===== src/rtl/uart_rx_ctrl.sv =====
// UART receive controller: frame FSM, 3-sample majority-vote bit sampler,
// LSB-first deserializer, and parity and stop checking.
// The external edge/bit counter runs while cnt_enable is high and clears while it is low.
module uart_rx_ctrl #(
    parameter int DATA_WIDTH = 8
) (
    input  logic                  clk,
    input  logic                  rst,
    input  logic                  rx_in,
    input  logic [7:0]            prescale,
    input  logic                  par_en,
    input  logic                  par_typ,
    input  logic [15:0]           edge_count,
    input  logic [3:0]            bit_count,
    output logic                  cnt_enable,
    output logic [DATA_WIDTH-1:0] p_data,
    output logic                  data_valid,
    output logic                  par_err,
    output logic                  stp_err
);

    localparam logic [3:0] LAST_DATA_BIT = 4'(DATA_WIDTH);

    typedef enum logic [2:0] {
        IDLE,
        START,
        DATA,
        PARITY,
        STOP
    } state_e;

    state_e                state_q, state_d;
    logic                  cfg_pe_q, cfg_pe_d;
    logic                  cfg_pt_q, cfg_pt_d;
    logic                  s0_q, s0_d;
    logic                  s1_q, s1_d;
    logic                  s2_q, s2_d;
    logic [DATA_WIDTH-1:0] sr_q, sr_d;
    logic                  perr_q, perr_d;
    logic [DATA_WIDTH-1:0] p_data_q, p_data_d;
    logic                  dv_q, dv_d;
    logic                  pe_q, pe_d;
    logic                  se_q, se_d;

    logic [15:0] pre_w;
    logic [15:0] half_w;
    logic        bit_end;
    logic        bit_s;

    assign pre_w   = {8'h00, prescale};
    assign half_w  = {9'h000, prescale[7:1]};
    assign bit_end = (edge_count == pre_w - 16'd1);
    assign bit_s   = (s0_q & s1_q) | (s0_q & s2_q) | (s1_q & s2_q);

    // Next-state, sampling, shift and output-pulse logic; decisions are taken only at bit_end
    always_comb begin
        state_d  = state_q;
        cfg_pe_d = cfg_pe_q;
        cfg_pt_d = cfg_pt_q;
        s0_d     = s0_q;
        s1_d     = s1_q;
        s2_d     = s2_q;
        sr_d     = sr_q;
        perr_d   = perr_q;
        p_data_d = p_data_q;
        dv_d     = 1'b0;
        pe_d     = 1'b0;
        se_d     = 1'b0;

        if (state_q != IDLE) begin
            if (edge_count == half_w - 16'd1) s0_d = rx_in;
            if (edge_count == half_w)         s1_d = rx_in;
            if (edge_count == half_w + 16'd1) s2_d = rx_in;
        end

        case (state_q)
            IDLE: begin
                if (!rx_in) begin
                    state_d  = START;
                    cfg_pe_d = par_en;
                    cfg_pt_d = par_typ;
                    perr_d   = 1'b0;
                end
            end
            START: begin
                if (bit_end) state_d = bit_s ? IDLE : DATA;
            end
            DATA: begin
                if (bit_end) begin
                    sr_d = {bit_s, sr_q[DATA_WIDTH-1:1]};
                    if (bit_count == LAST_DATA_BIT) state_d = cfg_pe_q ? PARITY : STOP;
                end
            end
            PARITY: begin
                if (bit_end) begin
                    perr_d  = bit_s ^ (cfg_pt_q ? ~^sr_q : ^sr_q);
                    state_d = STOP;
                end
            end
            STOP: begin
                if (bit_end) begin
                    state_d = IDLE;
                    if (!bit_s) se_d = 1'b1;
                    if (perr_q) pe_d = 1'b1;
                    if (bit_s && !perr_q) begin
                        p_data_d = sr_q;
                        dv_d     = 1'b1;
                    end
                end
            end
            default: state_d = IDLE;
        endcase
    end

    // State, datapath and registered output pulses; asynchronous active-low reset
    always_ff @(posedge clk or negedge rst) begin
        if (!rst) begin
            state_q  <= IDLE;
            cfg_pe_q <= 1'b0;
            cfg_pt_q <= 1'b0;
            s0_q     <= 1'b0;
            s1_q     <= 1'b0;
            s2_q     <= 1'b0;
            sr_q     <= '0;
            perr_q   <= 1'b0;
            p_data_q <= '0;
            dv_q     <= 1'b0;
            pe_q     <= 1'b0;
            se_q     <= 1'b0;
        end else begin
            state_q  <= state_d;
            cfg_pe_q <= cfg_pe_d;
            cfg_pt_q <= cfg_pt_d;
            s0_q     <= s0_d;
            s1_q     <= s1_d;
            s2_q     <= s2_d;
            sr_q     <= sr_d;
            perr_q   <= perr_d;
            p_data_q <= p_data_d;
            dv_q     <= dv_d;
            pe_q     <= pe_d;
            se_q     <= se_d;
        end
    end

    assign cnt_enable = (state_q != IDLE);
    assign p_data     = p_data_q;
    assign data_valid = dv_q;
    assign par_err    = pe_q;
    assign stp_err    = se_q;

endmodule


===== config.mk =====
export PLATFORM = sky130hd
export DESIGN_NAME = uart_rx_ctrl
export DESIGN_NICKNAME = d
export VERILOG_FILES = /design/src/rtl/uart_rx_ctrl.sv
export SDC_FILE = /design/constraint.sdc
export NUM_CORES = 1
export LEC_CHECK = 0
export BUFFER_PORTS_ARGS = -buffer_cell sky130_fd_sc_hd__clkbuf_2
export CAP_MARGIN = 20
export CORE_UTILIZATION = 47
export DETAILED_ROUTE_END_ITERATION = 8
export PLACE_DENSITY = 0.73
export SLEW_MARGIN = 25
export SYNTH_ARGS = -nofsm -noshare
export SYNTH_HDL_FRONTEND = slang
export SYNTH_SLANG_ARGS = --single-unit

===== constraint.sdc =====
create_clock -name clk -period 2.3 [get_ports clk]
set_clock_uncertainty 0.15 [all_clocks]
set_input_delay 0.345 -clock clk [delete_from_list [all_inputs] [get_ports clk]]
set_output_delay 0.345 -clock clk [all_outputs]
set_load 0.01 [all_outputs]

After elaboration in Yosys (flattened, before gate mapping)
Index checks and enable logic that the tools add are counted.
{"block": "word_totals", "reg_bits": 28, "input_bits": 33, "out_inout_bits": 12}
{"block": "op_classes", "addsub": 3, "n_eq_ne": 15, "n_mux": 22, "bitwise_logic": 7, "n_reduce_logical": 15}
{"op": "16-bit == test", "count": 2}
{"op": "3-bit 2-to-1 mux", "count": 7}
{"op": "16-bit by 7-bit == test with 1-bit output", "count": 1}
{"op": "16-bit by 8-bit == test with 1-bit output", "count": 1}
{"op": "3-bit case mux with 5 select lines", "count": 1}
{"op": "1-bit 2-to-1 mux", "count": 12}
{"op": "2-bit inequality test, second input constant", "count": 6}
{"op": "2-bit AND reduction", "count": 5}
{"op": "8-bit by 1-bit subtractor with 9-bit output, second input constant", "count": 1}
{"op": "7-bit by 1-bit adder with 8-bit output, second input constant", "count": 1}
{"op": "8-bit XNOR reduction", "count": 1}
{"op": "8-bit parity", "count": 1}
{"op": "7-bit by 1-bit subtractor with 8-bit output, second input constant", "count": 1}
{"op": "3-bit by 2-bit == test with 1-bit output, second input constant", "count": 2}
{"op": "3-bit AND reduction", "count": 2}
{"op": "6-bit AND reduction", "count": 1}
{"op": "4-bit == test, second input constant", "count": 1}
{"op": "1-bit bitwise AND", "count": 3}
{"op": "3-bit by 1-bit == test with 1-bit output, second input constant", "count": 1}
{"op": "3-bit == test, second input constant", "count": 1}
{"op": "3-bit zero test", "count": 1}
{"op": "3-bit nonzero test", "count": 1}
{"op": "2-bit 2-to-1 mux", "count": 1}
{"op": "1-bit bitwise OR", "count": 2}
{"op": "6 further kinds", "count": 6}

Depth between registers and ports, before layout
{"block": "logic_depth", "word_depth": 7, "ltp_mapped": 9, "ltp_nobuf": 8}

Worst setup path before layout
OpenSTA, ideal clock, no wires.
{"block": "synth_timing", "kind": "input port to flip-flop", "start": "input port prescale[2]", "end": "register p_data_q[0], in the netlist p_data[0]", "setup_time_ns": 0.125, "t_arrival_ns": 2.636, "t_required_ns": 2.025, "path_slack_ns": -0.611, "cell_stages": 9, "path_buffers": 1, "cell_sequence": "buf_6 > inv_1 > ha_1 > xnor3_1 > a22oi_1 > nor4_1 > nand4_4 > nor4_4 > mux2_2"}
{"block": "synth_via", "elab_chain_len": 3}
{"element": "start, declared", "line": "10", "rtl": "input logic [7:0] prescale,"}
{"element": "8-bit by 1-bit subtractor with 9-bit output", "line": "52", "rtl": "assign bit_end = (edge_count == pre_w - 16'd1);"}
{"element": "16-bit == test", "line": "52"}
{"element": "3-bit AND reduction (no source line)"}
{"element": "end signal, assigned", "line": "139", "rtl": "p_data_q <= p_data_d;"}
{"element": "end, declared", "line": "40", "rtl": "logic [DATA_WIDTH-1:0] p_data_q, p_data_d;"}
No other way between the ends.
A chain may end at the register's enable or synchronous reset.

Worst setup path after layout
{"block": "layout_timing", "start": "input port prescale[4]", "end": "register sr_q[2]"}
{"block": "layout_via", "elab_chain_len": 3}
{"element": "8-bit by 1-bit subtractor with 9-bit output", "line": "52"}
{"element": "16-bit == test", "line": "52"}
{"element": "2-bit AND reduction (no source line)"}
{"element": "end signal, assigned", "line": "137", "rtl": "sr_q <= sr_d;"}
{"element": "end, declared", "line": "38", "rtl": "logic [DATA_WIDTH-1:0] sr_q, sr_d;"}
No other way between the ends.

==> out/metrics.yaml <==
clock_network:
  clkTransAtPathRegs_ns: 0.09
  cts_tree: "yes"
  htree_levels: 1
  cts-buffers-inserted: 3
  clock_sinks: 28
  clk_latency_ns: 0.27
  cts.path.max_buffers: 2
  cts-root-buf: "clkbuf_8"
routing:
  drt_first_pass_iters: 6
  viasPerCell: 5.79
  wl_per_cell_um: 15.4
  drc: 0
  num_vias: 1992
  ant_nets: 0
  wirelength_um: 5300
  first_iter_violations: 294
global_routing:
  grt_remaining_overflow: 0
  grt_pass1_wl_um: 8790
  antenna_found_initial: 0
  grt_usage_pct: 22.7
  grt_max_degree: 29
  grt_pass1_vias: 1952
critical_path:
  critPathTopFamily: "simple AND/OR/NAND/NOR gates"
  cp.arrival_ns: 2.44
  reg2regPathDepth: 5
  path_buf_inv: 2
  max_stage_delay_ns: 0.56
  startpoint_type: "input port"
  crit_end: "sr_q[2]"
  path_depth: 8
  crit_path_end_kind: "flop"
  path_cells: "buf_6 -> or3_4 -> or4_4 -> a211oi_2 -> nand4_2 -> nor3b_4 -> buf_12 -> mux2_4"
  r2r_end: "s2_q"
  ff2ff_setup_slack_ns: 0.21
  slowest_stage: "or4_4"
  crit_type: "in -> reg"
  crit_fanout: 8
  r2r-start: "state_q[1]"
  cp-startpoint: "prescale[4]"
  crit_required_ns: 2.32
floorplanning:
  fp.dieH_um: 69.3
  pin_count: 45
  placement_rows: 24
  die-area_sq_um: 4800
  initial_core_util_pct: 48.9
  die_width_um: 69.3
  core_sq_um: 4350
cells_and_area:
  nets: 329
  layout-drive-gt1-share_pct: 42.8
  syn_to_final_growth_pct: 32.9
  n_antenna_cell: 0
  fin_util_pct: 64.9
synthesis:
  synthCells: 220
  ys.flop_type: "dfrtp_1"
  syn_area_per_cell_sq_um: 9.67
  syn_nets: 256
  syn-cell-area_sq_um: 2130
  ys_warn_count: 0
  ys_ff_latch: 28
  synthDistinctLibCells: 53
  ys_seq_area_share_pct: 32.9
  synth-edff-count: 0
  ys_async_sr_fraction_pct: 100
timing:
  hold_violations: 0
  period_share_pct: 105
  fin_crit_ns: 2.43
  setup_slack_ns: -0.126
  fmax_mhz: 412
  maxSlewHeadroom_pct: 55.3
  setup_viol: 16
  drv_slew: 0
  tightest_slew_ns: 0.670
  grt_setup_unrepaired: "yes"
flow_run:
  maxCapViolations: 0
power_and_ir_drop:
  power.leakage_nw: 1.32
  fin_total_pwr_mw: 1.23
  power_density_nw_per_um2: 433
  peakVddDrop_v: 0.000504
place:
  post-place-ws_ns: -0.470
  port_buffers: 44
  place.gp.congestion: 0.923
  post-dp-hpwl_um: 4090
run_status:
  violations: "negative setup slack"
  status: "finished, violations left"
hold_path:
  worstHoldPathType: "in -> reg"
logic make-up after synthesis:
logic type | after synthesis | share of synthesized area [%]
flip-flops | 28 | 32.9
multiplexers | 28 | 14.4
AO/OA/AOI/OAI | 36 | 11.4
adder cells (fa/ha/maj) | 3 | 1.76
AND/OR/NAND/NOR | 75 | 22.4
buffers and inverters | 21 | 4.53
XOR/XNOR | 29 | 12.6
cells in the mapped netlist (2+ instances only):
master | instances | area, sq um
a22oi_1 | 2 | 15.0
and3_1 | 2 | 12.5
buf_6 | 2 | 22.5
xnor2_1 | 19 | 166
dfrtp_1 | 28 | 701
o21ai_0 | 8 | 40.0
mux2i_1 | 7 | 70.1
buf_2 | 2 | 10.0
a21oi_1 | 7 | 35.0
nand4_1 | 3 | 18.8
inv_1 | 9 | 33.8
ha_1 | 3 | 37.5
clkbuf_1 | 8 | 30.0
nand2b_1 | 3 | 18.8
a31oi_1 | 3 | 18.8
nand2_1 | 8 | 30.0
nand3_1 | 4 | 20.0
xor2_1 | 9 | 78.8
nor3_1 | 7 | 35.0
nor2b_1 | 7 | 43.8
or3_1 | 3 | 18.8
nor4b_1 | 2 | 17.5
a2111oi_0 | 2 | 17.5
mux2_2 | 21 | 236
nor2_1 | 15 | 56.3
nor4_1 | 8 | 50.1
o31ai_1 | 2 | 15.0
how the worst min path moves through the flow:
stage                     startpoint         to  slack [ns]  cells past startpoint
after floorplan                  rst   cfg_pe_q       -0.10                      0
after detailed placement         rst  p_data[2]        0.26                      1
after global routing         par_typ   cfg_pt_q        0.15                      2
after global placement           rst  p_data[2]        0.25                      1
after CTS                     par_en   cfg_pe_q        0.15                      2
final                         par_en   cfg_pe_q        0.16                      2
timing repair:
action                                  CTS  global route
hold endpoints to repair                 28             0
pin swaps                                 6             4
endpoints found under the setup margin   17            19
hold buffers                              1             0
setup buffers                             2             0
resized for setup                        14            10
final cells by class:
type                            count  area [sq um]
Tap cell                           52          65.1
Multi-Input combinational cell    171          1450
Sequential cell                    28           701
Timing Repair Buffer               80           526
Clock buffer                        4          55.1
Fill cell                         353          1530
Inverter                            9          33.8
power by group:
part / internal, mW / switching, mW
logic: 0.188 / 0.202
registers: 0.516 / 0.0210
clock network: 0.153 / 0.146
metal layers:
| metal | vias up | track usage, % | part of all wire, % |
|---|---|---|---|
| li1 | 952 | - | - |
| met1 | 954 | 31.3 | 44 |
| met2 | 76 | 37.1 | 48 |
| met3 | 10 | 3.63 | 6.7 |
| met4 | 0 | 5.90 | 1.5 |
| met5 | - | 0 | 0 |
per-stage QoR:
step	hold slack, ns	setup TNS, ns	area (sq um)	cells
after global placement	0.253	-8.13	2630	337
final	0.159	-1.49	2830	344
after CTS	0.155	-1.58	2780	344
after global routing	0.154	-2.41	2830	344
after floorplan	-0.101	-7.35	2160	220
after detailed placement	0.258	-8.99	2630	337
cell usage in the layout (no fill, tap or decap), drive strengths merged, types with 3 or more instances in the layout:
cell type,n
nand4,5
clkbuf,46
nand2b,3
mux2i,7
ha,3
o21ai,8
mux2,21
inv,9
dfrtp,28
xnor2,19
or3,4
a21oi,8
nor4,9
xor2,9
nand2,8
nor2,15
a31oi,3
nor2b,7
nand3,4
nor3,7
buf,37
worst register-to-register path, cell delays in order, from the launching register on:
cell and delay (ns):
dfrtp_1 0.44, or3_1 0.17, nand2_1 0.08, or4_1 0.48, nor4_1 0.28, mux2_2 0.37
(Power assumes the default switching activity.)
